[config.mk]
export PLATFORM = sky130hd
export DESIGN_NAME = serial_alu_seq_flat
export DESIGN_NICKNAME = d
export VERILOG_FILES = /design/src/rtl/serial_alu_seq_if.sv /design/src/rtl/serial_alu_seq.sv /design/src/flat_wrapper.sv
export SDC_FILE = /design/constraint.sdc
export NUM_CORES = 1
export LEC_CHECK = 0
export BUFFER_PORTS_ARGS = -buffer_cell sky130_fd_sc_hd__buf_2
export CAP_MARGIN = 30
export CORE_AREA = 8 8 66 68
export DETAILED_ROUTE_END_ITERATION = 8
export DIE_AREA = 0 0 74 76
export MAX_ROUTING_LAYER = met4
export PLACE_DENSITY_LB_ADDON = 0.2
export SLEW_MARGIN = 10
export SYNTH_ARGS = -nofsm -noshare
export SYNTH_HDL_FRONTEND = slang
export SYNTH_SLANG_ARGS = --single-unit
export TNS_END_PERCENT = 100
[constraint.sdc]
create_clock -name clk -period 2.8 [get_ports clk]
set_input_delay 0.28 -clock clk [delete_from_list [all_inputs] [get_ports clk]]
set_output_delay 0.28 -clock clk [all_outputs]
set_load 0.1 [all_outputs]
[src/rtl/serial_alu_seq_if.sv]
// Request/response bundle for the bit-serial add/sub sequencer.
// The decoder drives the master side; the ALU sits on the slave side.
interface serial_alu_seq_if #(
  parameter int WIDTH = 8
);
  logic             start;
  logic             sub;
  logic [WIDTH-1:0] a;
  logic [WIDTH-1:0] b;
  logic             ready;
  logic             busy;
  logic             done;
  logic [WIDTH-1:0] result;
  logic             flag_c;
  logic             flag_v;
  logic             flag_z;

  modport master (
    output start, sub, a, b,
    input  ready, busy, done, result, flag_c, flag_v, flag_z
  );

  modport slave (
    input  start, sub, a, b,
    output ready, busy, done, result, flag_c, flag_v, flag_z
  );
endinterface

[src/rtl/serial_alu_seq.sv]
// Bit-serial add/subtract: one full_adder cell time-shared over WIDTH cycles,
// LSB first, with the carry held in a flop between bits.
module full_adder (
  input  logic a,
  input  logic b,
  input  logic cin,
  output logic sum,
  output logic cout
);
  assign sum  = a ^ b ^ cin;
  assign cout = (a & b) | (cin & (a ^ b));
endmodule

module serial_alu_seq #(
  parameter int WIDTH = 8
) (
  input  logic              clk,
  input  logic              rst_n,
  serial_alu_seq_if.slave   bus
);
  localparam int CW = $clog2(WIDTH);

  localparam logic [1:0] IDLE = 2'd0;
  localparam logic [1:0] RUN  = 2'd1;
  localparam logic [1:0] DONE = 2'd2;

  logic [1:0]       r_state;
  logic [WIDTH-1:0] r_a_sr;
  logic [WIDTH-1:0] r_b_sr;
  logic [WIDTH-1:0] r_res_sr;
  logic             r_carry;
  logic [CW-1:0]    r_cnt;
  logic [WIDTH-1:0] r_result;
  logic             r_flag_c;
  logic             r_flag_v;
  logic             r_flag_z;

  logic             w_sum;
  logic             w_cout;
  logic             w_last;
  logic [WIDTH-1:0] w_res_next;

  full_adder u_fa (
    .a    (r_a_sr[0]),
    .b    (r_b_sr[0]),
    .cin  (r_carry),
    .sum  (w_sum),
    .cout (w_cout)
  );

  assign w_last     = (r_cnt == CW'(WIDTH - 1));
  assign w_res_next = {w_sum, r_res_sr[WIDTH-1:1]};

  always_ff @(posedge clk) begin
    if (!rst_n) begin
      r_state  <= IDLE;
      r_a_sr   <= '0;
      r_b_sr   <= '0;
      r_res_sr <= '0;
      r_carry  <= 1'b0;
      r_cnt    <= '0;
      r_result <= '0;
      r_flag_c <= 1'b0;
      r_flag_v <= 1'b0;
      r_flag_z <= 1'b0;
    end else begin
      case (r_state)
        IDLE: begin
          if (bus.start) begin
            // Subtraction is A + ~B + 1: invert B here, carry-in of 1 below.
            r_a_sr  <= bus.a;
            r_b_sr  <= bus.sub ? ~bus.b : bus.b;
            r_carry <= bus.sub;
            r_cnt   <= '0;
            r_state <= RUN;
          end
        end
        RUN: begin
          r_res_sr <= w_res_next;
          r_carry  <= w_cout;
          r_a_sr   <= r_a_sr >> 1;
          r_b_sr   <= r_b_sr >> 1;
          r_cnt    <= r_cnt + 1'b1;
          if (w_last) begin
            // r_carry here is the carry into the MSB, so V = cin_msb ^ cout.
            r_result <= w_res_next;
            r_flag_c <= w_cout;
            r_flag_v <= r_carry ^ w_cout;
            r_flag_z <= (w_res_next == '0);
            r_state  <= DONE;
          end
        end
        DONE:    r_state <= IDLE;
        default: r_state <= IDLE;
      endcase
    end
  end

  assign bus.ready  = (r_state == IDLE);
  assign bus.busy   = (r_state == RUN);
  assign bus.done   = (r_state == DONE);
  assign bus.result = r_result;
  assign bus.flag_c = r_flag_c;
  assign bus.flag_v = r_flag_v;
  assign bus.flag_z = r_flag_z;
endmodule
[src/flat_wrapper.sv]
// flat-port wrapper written by rule: the top's interface ports become plain ports
module serial_alu_seq_flat 
#(
  parameter int WIDTH = 8
)
  (clk, rst_n, bus_start, bus_sub, bus_a, bus_b, bus_ready, bus_busy, bus_done, bus_result, bus_flag_c, bus_flag_v, bus_flag_z);
  serial_alu_seq_if #(.WIDTH(WIDTH)) bus_i ();
  input  logic clk;
  input  logic rst_n;
  input wire logic [$bits(bus_i.start)-1:0] bus_start;
  input wire logic [$bits(bus_i.sub)-1:0] bus_sub;
  input wire logic [$bits(bus_i.a)-1:0] bus_a;
  input wire logic [$bits(bus_i.b)-1:0] bus_b;
  output wire logic [$bits(bus_i.ready)-1:0] bus_ready;
  output wire logic [$bits(bus_i.busy)-1:0] bus_busy;
  output wire logic [$bits(bus_i.done)-1:0] bus_done;
  output wire logic [$bits(bus_i.result)-1:0] bus_result;
  output wire logic [$bits(bus_i.flag_c)-1:0] bus_flag_c;
  output wire logic [$bits(bus_i.flag_v)-1:0] bus_flag_v;
  output wire logic [$bits(bus_i.flag_z)-1:0] bus_flag_z;
  assign bus_i.start = bus_start;
  assign bus_i.sub = bus_sub;
  assign bus_i.a = bus_a;
  assign bus_i.b = bus_b;
  assign bus_ready = bus_i.ready;
  assign bus_busy = bus_i.busy;
  assign bus_done = bus_i.done;
  assign bus_result = bus_i.result;
  assign bus_flag_c = bus_i.flag_c;
  assign bus_flag_v = bus_i.flag_v;
  assign bus_flag_z = bus_i.flag_z;
  serial_alu_seq #(.WIDTH(WIDTH)) u_core (.clk(clk), .rst_n(rst_n), .bus(bus_i));
endmodule
==> load_flow_metrics.sql, run 1 <==
INSERT INTO impl_metrics (metric_group, metric, value, unit) VALUES
('run_status', 'run_status', 'finished clean', ''),
('clock_network', 'cts_num_sinks', '40', ''),
('yosys', 'synth.cell_area', '0.00177', 'mm²'),
('power', 'power.switching_fraction', '0.256', ''),
('finish', 'area_delta_synth_final', '13.5', '%'),
('clock_network', 'post_cts.repair.setup_buffers', '0', ''),
('placed_design', 'post-place-ws', '0.928', 'ns'),
('clock_network', 'cts_htree_levels', '2', ''),
('power', 'pwr-share-comb', '0.112', ''),
('placed_design', 'post-dp-hpwl', '2480', 'µm'),
('detailed_routing', 'first_pass_iters', '4', ''),
('finish', 'final-instance-count-excl-fill', '279', ''),
('floorplanning', 'die_area', '0.00562', 'mm²'),
('setup_path', 'critPathRequiredTime', '2.52', 'ns'),
('clock_network', 'holdBufCountCts', '0', ''),
('detailed_routing', 'detail_route.wirelength', '3640', 'µm'),
('detailed_routing', 'detailroute.via_count', '1451', ''),
('setup_path', 'reg2reg_setup_slack', '1.18', 'ns'),
('timing', 'finalSetupTns', '0', 'ns'),
('clock_network', 'cts_root_cell', 'sky130_fd_sc_hd__clkbuf_4', ''),
('yosys', 'yosysTopAreaCell', 'sky130_fd_sc_hd__dfxtp_1', ''),
('floorplanning', 'boundaryPins', '34', ''),
('yosys', 'synthesis_stage_register_bit_count', '40', ''),
('placed_design', 'placed_cells', '271', ''),
('timing', 'final-max-slew-violation-count', '0', ''),
('yosys', 'synthesis.instances', '203', ''),
('yosys', 'synth-edff-count', '0', ''),
('detailed_routing', 'drt_drc_violations_left', '0', ''),
('yosys', 'yosys.area.top_type_share', '0.452', ''),
('setup_path', 'reg2reg_depth', '5', ''),
('yosys', 'synth_sequential_area_ratio', '0.452', ''),
('power', 'leakagePower', '0.797', 'nW'),
('grt', 'grt_overflow_total', '0', ''),
('timing', 'finClkSkew', '0.00718', 'ns'),
('timing', 'timing.final.ws_setup', '0.537', 'ns'),
('setup_path', 'timing.rr.end', 'u_core.r_b_sr[5]', ''),
('floorplanning', 'die_width', '74', 'µm'),
('yosys', 'syn-mean-instance-area', '8.73', 'µm²'),
('worst_hold_path', 'hp-class', 'primary input to flip-flop', ''),
('timing', 'timing.slew.headroom', '0.399', ''),
('detailed_routing', 'antenna_violating_nets_post_route', '0', ''),
('yosys', 'synthArstFlopShare', '0', ''),
('finish', 'drive_above_1_share', '0.199', ''),
('grt', 'largest_net_degree_at_the_start_of_global_routing', '32', ''),
('grt', 'grt_antenna_before_repair', '0', ''),
('setup_path', 'timing.rr.start', 'u_core.r_state[1]', ''),
('setup_path', 'critical_path_arrival', '1.98', 'ns'),
('placed_design', 'routabilityCongestion', '0.723', ''),
('finish', 'layout_commonest_cell', 'sky130_fd_sc_hd__nand2_1', ''),
('worst_hold_path', 'hold_path.startpoint', 'bus_b[1]', ''),
('yosys', 'synth_top_cells_by_area', 'sky130_fd_sc_hd__dfxtp_1 45%, sky130_fd_sc_hd__nand2_1 8.9%, sky130_fd_sc_hd__a21oi_1 7.1%, sky130_fd_sc_hd__o221ai_1 4.0%, sky130_fd_sc_hd__or3b_1 4.0%', ''),
('finish', 'final_util', '0.584', ''),
('power', 'irDropWorstVdd', '0.351', 'mV'),
('floorplanning', 'die_y', '76', 'µm'),
('finish', 'antenna_cells_inserted', '0', ''),
('yosys', 'dominantRegCellSynth', 'sky130_fd_sc_hd__dfxtp_1', ''),
('floorplanning', 'floorplan.initialDensity', '0.515', ''),
('grt', 'via_count_of_the_first_global_routing_pass', '1392', ''),
('finish', 'n_fill_cell', '353', ''),
('power', 'power-per-cell-area', '574', 'mW/mm²'),
('worst_hold_path', 'hold-path-cell-count', '4', ''),
('setup_path', 'crit_path_end_kind', 'output port', ''),
('floorplanning', 'placementRows', '22', ''),
('timing', 'setup_viol', '0', ''),
('clock_network', 'cts_resized', '0', ''),
('timing', 'timing.final.crit_share', '0.808', ''),
('setup_path', 'critical_path.max_stage_delay', '0.66', 'ns'),
('timing', 'unrepaired_setup_endpoints_after_global_routing', 'no', ''),
('run', 'max-cap-violations', '0', ''),
('grt', 'first_pass_grt_wire_length', '6120', 'µm'),
('clock_network', 'numCtsBuffers', '5', '');
[cells in the mapped netlist, drive strengths merged (2+ instances only)]
cell type / number
inv: 3
nor4: 2
nand2: 42
clkbuf: 5
nor2: 7
or3b: 8
ha: 2
dfxtp: 40
a22oi: 10
nand3: 2
a21oi: 25
mux2i: 2
clkinv: 2
o221ai: 8
xor2: 8
buf: 9
o21ai: 16
[cells by family (layout without fill, tap and decap cells)]
group | count (synthesis) | in the layout | synth area share
AOI/OAI and AO/OA | 63 | 63 | 0.225
DFF | 40 | 40 | 0.452
adders and majority gates | 3 | 3 | 0.0254
muxes | 2 | 2 | 0.0113
buffers and inverters | 19 | 47 | 0.0593
xor gates and xnor gates | 9 | 9 | 0.0445
and+or+nand+nor | 67 | 67 | 0.183
[power groups by stage]
stage	registers (mW)	logic, mW	clock network (mW)
6_report	0.614	0.129	0.411
5_1_grt	0.618	0.144	0.446
4_1_cts	0.614	0.130	0.420
3_5_place_dp	0.626	0.130	0
3_3_place_gp	0.626	0.128	0
2_1_floorplan	0.619	0.107	0
[how the worst max path moves through the flow]
stage,start,end,slack [ns],cells past startpoint
after floorplan,u_core.r_state[1],bus_done,0.49,3
after global placement,u_core.r_state[1],bus_done,0.96,3
after detailed placement,u_core.r_state[1],bus_done,0.93,3
after CTS,u_core.r_state[1],bus_done,0.51,3
after global routing,u_core.r_state[1],bus_done,0.34,3
final,u_core.r_state[1],bus_done,0.54,3
[area by class of cell]
cell class	count	area, µm²	share of cell area
tap	48	60.1	0.0299
clock inverter	2	38.8	0.0193
clock buffer	6	51.3	0.0255
multi-input combinational	144	866	0.431
timing repair buffer	34	173	0.0859
inverter	5	21.3	0.0106
sequential	40	801	0.398
[metal layers]
metal / GRT usage / share of wire / up-vias
li1: - / - / 762
met1: 0.166 / 0.48 / 658
met4: 0.0420 / 0.0080 / 0
met5: - / 0 / -
met2: 0.209 / 0.47 / 26
met3: 0.0474 / 0.044 / 5
[state kept, by name, indices dropped and copies added, names as in the netlist]
| signal | count |
|---|---|
| u_core.bus.flag_v | 1 |
| u_core.r_a_sr | 8 |
| u_core.r_res_sr | 7 |
| u_core.bus.flag_c | 1 |
| u_core.r_state | 2 |
| u_core.bus.result | 8 |
| u_core.r_cnt | 3 |
| u_core.bus.flag_z | 1 |
| u_core.r_carry | 1 |
| u_core.r_b_sr | 8 |
[metrics by stage]
| stage | total power, mW | instance area, µm² |
|---|---|---|
| 6_report | 1.15 | 2010 |
| 5_1_grt | 1.21 | 2010 |
| 4_1_cts | 1.16 | 2010 |
| 3_5_place_dp | 0.756 | 1920 |
| 3_3_place_gp | 0.754 | 1920 |
| 2_1_floorplan | 0.725 | 1770 |
[critical path, delay by kind of cell (launching register included)]
family                 cells  cell delay [ns]
and+or+nand+nor            1             0.15
buffers and inverters      2             0.81
DFF                        1             0.66
Power figures use the tool's default switching activity.
==> run 2: changes to the inputs <==
--- a/config.mk
+++ b/config.mk
@@ -7,9 +7,9 @@
 export LEC_CHECK = 0
 export BUFFER_PORTS_ARGS = -buffer_cell sky130_fd_sc_hd__buf_2
 export CAP_MARGIN = 30
-export CORE_AREA = 8 8 66 68
+export CORE_AREA = 8 8 67 69
 export DETAILED_ROUTE_END_ITERATION = 8
-export DIE_AREA = 0 0 74 76
+export DIE_AREA = 0 0 75 77
 export MAX_ROUTING_LAYER = met4
 export PLACE_DENSITY_LB_ADDON = 0.2
 export SLEW_MARGIN = 10
==> constraint.sdc (replaced) <==
create_clock -name clk -period 2.1 [get_ports clk]
set_input_delay 0.21 -clock clk [delete_from_list [all_inputs] [get_ports clk]]
set_output_delay 0.21 -clock clk [all_outputs]
set_load 0.1 [all_outputs]
==> load_flow_metrics.sql, run 2 (same netlist as run 1, synthesis figures left out) <==
INSERT INTO impl_metrics (metric_group, metric, value, unit) VALUES
('run_status', 'run_status', 'finished clean', ''),
('timing', 'setup_viol', '0', ''),
('floorplanning', 'die_width', '75', 'µm'),
('clock_network', 'cts_htree_levels', '2', ''),
('setup_path', 'crit_fanout', '18', ''),
('clock_network', 'numCtsBuffers', '5', ''),
('detailed_routing', 'drt_drc_violations_left', '0', ''),
('clock_network', 'clockBufferDepth', '2', ''),
('clock_network', 'holdBufCountCts', '0', ''),
('grt', 'via_count_of_the_first_global_routing_pass', '1302', ''),
('finish', 'drive_above_1_share', '0.215', ''),
('timing', 'final-max-slew-violation-count', '0', ''),
('timing', 'finalSetupTns', '0', 'ns'),
('finish', 'final-instance-count-excl-fill', '281', ''),
('detailed_routing', 'wl_per_cell', '12.4', 'µm'),
('clock_network', 'cts_num_sinks', '40', ''),
('grt', 'grt_overflow_total', '0', ''),
('timing', 'final-hold-violation-count', '0', ''),
('finish', 'finalNetCount', '255', ''),
('setup_path', 'crit_path_end_kind', 'output port', ''),
('placed_design', 'placed_cell_area', '0.00195', 'mm²'),
('floorplanning', 'placementRows', '22', ''),
('worst_hold_path', 'hold-path-cell-count', '4', ''),
('power', 'irDropWorstVdd', '0.429', 'mV'),
('grt', 'first_pass_grt_wire_length', '5950', 'µm'),
('timing', 'finClkSkew', '0.0128', 'ns'),
('power', 'power-per-cell-area', '685', 'mW/mm²'),
('setup_path', 'critical_path_class', 'flip-flop to output port', ''),
('floorplanning', 'die_area', '0.00578', 'mm²'),
('finish', 'antenna_cells_inserted', '0', ''),
('finish', 'layout_commonest_cell', 'sky130_fd_sc_hd__nand2_1', ''),
('setup_path', 'critPathRequiredTime', '1.89', 'ns'),
('setup_path', 'worst-path-stages', '3', ''),
('detailed_routing', 'drt_iter0_drc', '110', ''),
('worst_hold_path', 'hp-class', 'primary input to flip-flop', ''),
('placed_design', 'number_of_buffers_added_on_ports', '33', ''),
('placed_design', 'post-dp-hpwl', '2390', 'µm'),
('detailed_routing', 'detail_route.wirelength', '3490', 'µm'),
('setup_path', 'reg2reg_depth', '5', ''),
('setup_path', 'worst_setup_path_start_kind', 'flip-flop', ''),
('grt', 'grt_antenna_before_repair', '0', ''),
('clock_network', 'clkTransAtPathRegs', '0.12', 'ns'),
('finish', 'area_delta_synth_final', '13.5', '%'),
('timing', 'holdWs', '0.139', 'ns'),
('clock_network', 'cts_resized', '0', ''),
('floorplanning', 'floorplan.initialDensity', '0.507', ''),
('timing', 'max_clock_freq', '576', 'MHz'),
('clock_network', 'cts_root_cell', 'sky130_fd_sc_hd__clkbuf_4', ''),
('timing', 'finalCriticalPeriod', '1.74', 'ns'),
('timing', 'timing.final.crit_share', '0.827', ''),
('timing', 'worst-slew-pin-transition', '0.489', 'ns'),
('floorplanning', 'boundaryPins', '34', ''),
('finish', 'final_cell_mix', '42 x sky130_fd_sc_hd__nand2_1, 39 x sky130_fd_sc_hd__dfxtp_1, 32 x sky130_fd_sc_hd__buf_2, 25 x sky130_fd_sc_hd__a21oi_1, 13 x sky130_fd_sc_hd__o21ai_0', ''),
('placed_design', 'placed_cells', '273', ''),
('detailed_routing', 'first_pass_iters', '4', ''),
('grt', 'global_route_usage_over_all_layers', '0.132', ''),
('setup_path', 'critical_path_arrival', '1.53', 'ns'),
('setup_path', 'cp_slowest_cell', 'sky130_fd_sc_hd__dfxtp_1', ''),
('floorplanning', 'die_y', '77', 'µm'),
('clock_network', 'tritoncts', 'done', ''),
('clock_network', 'clk_latency', '0.35', 'ns'),
('power', 'leakagePower', '0.797', 'nW'),
('detailed_routing', 'antenna_violating_nets_post_route', '0', ''),
('setup_path', 'timing.critical_path.cells', 'nand2b_1 -> inv_4 -> buf_12', ''),
('timing', 'timing.slew.headroom', '0.673', ''),
('setup_path', 'critical_path.max_stage_delay', '0.59', 'ns'),
('timing', 'unrepaired_setup_endpoints_after_global_routing', 'no', ''),
('detailed_routing', 'detailroute.via_count', '1461', ''),
('detailed_routing', 'post_drt_via_cell_ratio', '5.20', ''),
('placed_design', 'routabilityCongestion', '0.733', ''),
('setup_path', 'critical_path.top_delay_family', 'flip-flops', ''),
('setup_path', 'cp.buffers_inverters', '2', ''),
('grt', 'largest_net_degree_at_the_start_of_global_routing', '21', ''),
('clock_network', 'post_cts.repair.setup_buffers', '0', ''),
('finish', 'design_area', '0.00201', 'mm²'),
('run', 'max-cap-violations', '0', ''),
('floorplanning', 'design.core.area', '0.00350', 'mm²');
==> run 2: stage by stage <==
stage                     total power, mW   util  setup WS (ns)
final                                1.38  0.575          0.363
after global routing                 1.45  0.575          0.249
after CTS                            1.39  0.575          0.133
after detailed placement             1.01  0.559          0.529
after global placement               1.01  0.559          0.551
after floorplan                     0.968      -          0.130
==> run 2: worst paths after layout <==
kind                                      startpoint                   end  slack [ns]
worst min register to register  u_core.bus.result[7]  u_core.bus.result[7]        0.46
worst min-delay path                        bus_b[1]      u_core.r_b_sr[1]        0.14
worst max register to register       u_core.r_cnt[0]     u_core.bus.flag_v        0.61
worst max-delay path               u_core.r_state[0]              bus_busy        0.36
==> run 2: per-layer routing <==
layer | vias up | GRT usage | share of wire
met4 | 0 | 0.0471 | 0.012
met1 | 654 | 0.167 | 0.48
met5 | - | - | 0
met3 | 4 | 0.0442 | 0.057
met2 | 26 | 0.189 | 0.45
li1 | 777 | - | -
==> run 2: layout make-up <==
cell class,instances,area (µm²)
Fill cell,353,1490
Multi-Input combinational cell,144,868
Sequential cell,40,802
Timing Repair Buffer,36,203
Tap cell,48,60.1
Clock buffer,5,37.5
Inverter,5,21.3
Clock inverter,3,18.8
==> run 2: worst min-delay path, stage by stage <==
cell	delay, ns
sky130_fd_sc_hd__buf_2	0.08
sky130_fd_sc_hd__xor2_1	0.05
sky130_fd_sc_hd__nand2_1	0.05
sky130_fd_sc_hd__o21ai_1	0.05
==> run 2: power breakdown <==
| part | leakage (nW) | switching (mW) | internal (mW) |
|---|---|---|---|
| combinational | 0.436 | 0.103 | 0.0729 |
| clock | 0.0349 | 0.255 | 0.129 |
| sequential | 0.327 | 0.0265 | 0.791 |
| total | 0.797 | 0.385 | 0.992 |
==> run 3: changes to the inputs <==
--- a/config.mk
+++ b/config.mk
@@ -5,11 +5,12 @@
 export SDC_FILE = /design/constraint.sdc
 export NUM_CORES = 1
 export LEC_CHECK = 0
+export ABC_AREA = 1
 export BUFFER_PORTS_ARGS = -buffer_cell sky130_fd_sc_hd__buf_2
 export CAP_MARGIN = 30
-export CORE_AREA = 8 8 67 69
+export CORE_AREA = 8 8 66 68
 export DETAILED_ROUTE_END_ITERATION = 8
-export DIE_AREA = 0 0 75 77
+export DIE_AREA = 0 0 74 76
 export MAX_ROUTING_LAYER = met4
 export PLACE_DENSITY_LB_ADDON = 0.2
 export SLEW_MARGIN = 10
==> constraint.sdc (replaced) <==
create_clock -name clk -period 1.6 [get_ports clk]
set_input_delay 0.16 -clock clk [delete_from_list [all_inputs] [get_ports clk]]
set_output_delay 0.16 -clock clk [all_outputs]
set_load 0.1 [all_outputs]
==> load_flow_metrics.sql, run 3 <==
INSERT INTO impl_metrics (metric_group, metric, value, unit) VALUES
('run_status', 'run_status', 'finished clean', ''),
('power', 'power-per-cell-area', '901', 'mW/mm²'),
('yosys', 'synth_top_cells_by_area', 'sky130_fd_sc_hd__dfxtp_1 46%, sky130_fd_sc_hd__nand2_1 11%, sky130_fd_sc_hd__nor2_1 9.2%, sky130_fd_sc_hd__nand3_1 7.7%, sky130_fd_sc_hd__a21oi_1 4.9%', ''),
('power', 'net-switching-power', '0.514', 'mW'),
('grt', 'grt_antenna_before_repair', '0', ''),
('power', 'power.switching_fraction', '0.273', ''),
('grt', 'grtUsageMet2', '0.254', ''),
('placed_design', 'post-place-ws', '0.220', 'ns'),
('power', 'pwr-share-comb', '0.152', ''),
('timing', 'worst-slew-pin-transition', '0.502', 'ns'),
('placed_design', 'routabilityCongestion', '0.799', ''),
('yosys', 'synth.cell_area', '0.00175', 'mm²'),
('placed_design', 'number_of_buffers_added_on_ports', '33', ''),
('timing', 'final-hold-violation-count', '0', ''),
('run', 'max-cap-violations', '0', ''),
('setup_path', 'critical_path_class', 'flip-flop to output port', ''),
('power', 'clk_pwr_share', '0.282', ''),
('power', 'seq_power_share', '0.566', ''),
('clock_network', 'numCtsBuffers', '5', ''),
('floorplanning', 'boundaryPins', '34', ''),
('yosys', 'dominantRegCellSynth', 'sky130_fd_sc_hd__dfxtp_1', ''),
('timing', 'timing.slew.headroom', '0.663', ''),
('floorplanning', 'placementRows', '22', ''),
('finish', 'final_cell_mix', '50 x sky130_fd_sc_hd__nand2_1, 42 x sky130_fd_sc_hd__nor2_1, 40 x sky130_fd_sc_hd__dfxtp_1, 30 x sky130_fd_sc_hd__buf_2, 27 x sky130_fd_sc_hd__nand3_1', ''),
('yosys', 'ys_top_cells_by_count', '50 x sky130_fd_sc_hd__nand2_1, 43 x sky130_fd_sc_hd__nor2_1, 40 x sky130_fd_sc_hd__dfxtp_1', ''),
('grt', 'grt_overflow_total', '0', ''),
('finish', 'final_util', '0.608', ''),
('timing', 'max_clock_freq', '655', 'MHz'),
('finish', 'final-instance-count-excl-fill', '329', ''),
('worst_hold_path', 'hp-class', 'primary input to flip-flop', ''),
('finish', 'drive_above_1_share', '0.196', ''),
('finish', 'layout_commonest_cell', 'sky130_fd_sc_hd__nand2_1', ''),
('grt', 'first_pass_grt_wire_length', '6820', 'µm'),
('yosys', 'yosysTopAreaCell', 'sky130_fd_sc_hd__dfxtp_1', ''),
('timing', 'finalCriticalPeriod', '1.53', 'ns'),
('yosys', 'synthArstFlopShare', '0', ''),
('yosys', 'synth-edff-count', '0', ''),
('setup_path', 'crit_path_end_kind', 'output port', ''),
('detailed_routing', 'antenna_violating_nets_post_route', '0', ''),
('placed_design', 'post-dp-hpwl', '2910', 'µm'),
('grt', 'largest_net_degree_at_the_start_of_global_routing', '24', ''),
('grt', 'globalRouteMet1Util', '0.170', ''),
('detailed_routing', 'detail_route.wirelength', '3970', 'µm'),
('timing', 'final-max-slew-violation-count', '0', ''),
('power', 'design_power_total', '1.89', 'mW'),
('detailed_routing', 'post_drt_via_cell_ratio', '4.83', ''),
('detailed_routing', 'wl_per_cell', '12.1', 'µm'),
('timing', 'timing.final.crit_share', '0.954', ''),
('yosys', 'yosys.area.top_type_share', '0.457', ''),
('detailed_routing', 'detailroute.via_count', '1588', ''),
('detailed_routing', 'drt_iter0_drc', '139', ''),
('clock_network', 'clkTransAtPathRegs', '0.11', 'ns'),
('yosys', 'syn-num-nets', '265', ''),
('power', 'leakagePower', '1.01', 'nW'),
('power', 'cell_internal_pwr', '1.37', 'mW'),
('timing', 'timing.final.ws_setup', '0.0731', 'ns'),
('setup_path', 'critical_path_arrival', '1.37', 'ns'),
('clock_network', 'tritoncts', 'done', ''),
('floorplanning', 'die_y', '76', 'µm'),
('setup_path', 'critPathRequiredTime', '1.44', 'ns'),
('clock_network', 'cts_num_sinks', '40', ''),
('grt', 'grtUsageMet3', '0.0461', ''),
('floorplanning', 'die_width', '74', 'µm'),
('grt', 'via_count_of_the_first_global_routing_pass', '1546', ''),
('clock_network', 'cts_root_cell', 'sky130_fd_sc_hd__clkbuf_4', ''),
('yosys', 'yosys.cell_types.count', '22', ''),
('setup_path', 'worst_setup_path_start_kind', 'flip-flop', ''),
('placed_design', 'placed_cells', '321', ''),
('floorplanning', 'design.core.area', '0.00344', 'mm²'),
('clock_network', 'post_cts.repair.setup_buffers', '0', ''),
('floorplanning', 'die_area', '0.00562', 'mm²'),
('detailed_routing', 'drt_drc_violations_left', '0', ''),
('floorplanning', 'floorplan.initialDensity', '0.509', ''),
('yosys', 'synth_sequential_area_ratio', '0.457', ''),
('detailed_routing', 'first_pass_iters', '4', ''),
('setup_path', 'crit_fanout', '15', ''),
('finish', 'finalNetCount', '303', ''),
('clock_network', 'clockBufferDepth', '2', ''),
('yosys', 'synthesis_stage_register_bit_count', '40', ''),
('clock_network', 'cts_htree_levels', '2', ''),
('yosys', 'synth.most_common_cell', 'sky130_fd_sc_hd__nand2_1', ''),
('grt', 'global_route_usage_over_all_layers', '0.155', ''),
('finish', 'antenna_cells_inserted', '0', ''),
('clock_network', 'clk_latency', '0.35', 'ns'),
('power', 'irDropWorstVdd', '0.501', 'mV'),
('grt', 'routing_layer_with_the_top_usage_in_global_route', 'met2', ''),
('clock_network', 'holdBufCountCts', '0', ''),
('finish', 'area_delta_synth_final', '19.5', '%'),
('yosys', 'yosys_warnings', '0', ''),
('yosys', 'synthesis.instances', '242', ''),
('yosys', 'syn-mean-instance-area', '7.23', 'µm²'),
('timing', 'unrepaired_setup_endpoints_after_global_routing', 'no', ''),
('timing', 'finalSetupTns', '0', 'ns'),
('timing', 'setup_viol', '0', ''),
('timing', 'finClkSkew', '0.0126', 'ns');
==> run 3: cell types whose count changed in the layout (fill, tap and decap cells not counted), sizes merged, moves of 7 or more <==
cell / previous run / this run
nor2: 7 / 46
nand3: 2 / 27
a22oi: 10 / 0
xor2: 8 / 0
a21oi: 25 / 17
o221ai: 8 / 0
xnor2: 1 / 8
nand2: 42 / 52
or3b: 8 / 0
inv: 3 / 16
==> run 3: final cells by class <==
type | count | area (µm²)
tap | 48 | 60.1
sequential | 40 | 801
fill | 327 | 1350
inverter | 17 | 63.8
multi-input combinational | 174 | 840
timing repair buffer | 42 | 269
clock buffer | 8 | 58.8
==> run 3: path summary, 6_finish.rpt <==
check / to / slack, ns / startpoint / cells after the start
setup reg to reg: u_core.bus.result[7] / 0.18 / u_core.r_cnt[0] / 7
hold / removal: u_core.r_a_sr[7] / 0.05 / bus_a[7] / 3
hold reg to reg: u_core.bus.flag_c / 0.47 / u_core.bus.flag_c / 2
setup / recovery: bus_busy / 0.07 / u_core.r_state[1] / 2
==> run 3: cell families after synthesis <==
family,Yosys count,synth area share
AOI/OAI and AO/OA,33,0.0958
DFF,40,0.457
adders and majority gates,3,0.0257
buffers and inverters,28,0.0672
xor gates and xnor gates,8,0.0400
and+or+nand+nor,130,0.314
==> run 3: timing repair <==
action	in CTS	in global routing
setup endpoints to repair	1	2
pin swaps	0	1
gates resized for setup	1	1
==> run 3: through the flow <==
stage               hold slack [ns]  cell area (µm²)
detailed placement            0.418             2030
finish                       0.0516             2090
global route                 0.0500             2090
floorplan                     0.298             1760
CTS                          0.0498             2090
global placement              0.420             2030
==> run 3: power by group through the flow <==
| stage | combinational [mW] | clock (mW) | sequential, mW |
|---|---|---|---|
| 2_1_floorplan | 0.199 | 0 | 1.08 |
| 3_3_place_gp | 0.280 | 0 | 1.09 |
| 3_5_place_dp | 0.284 | 0 | 1.09 |
| 4_1_cts | 0.287 | 0.535 | 1.07 |
| 5_1_grt | 0.323 | 0.594 | 1.07 |
| 6_report | 0.286 | 0.532 | 1.07 |
==> run 3: per-layer routing <==
metal,routed length (µm),share of wire
met5,0,0
met3,184,0.046
met1,1790,0.45
met2,1930,0.49
met4,61,0.015
==> run 3: critical path, stage by stage, from the launching register on <==
cell	delay [ns]
sky130_fd_sc_hd__dfxtp_1	0.42
sky130_fd_sc_hd__nor2_4	0.36
sky130_fd_sc_hd__buf_12	0.23
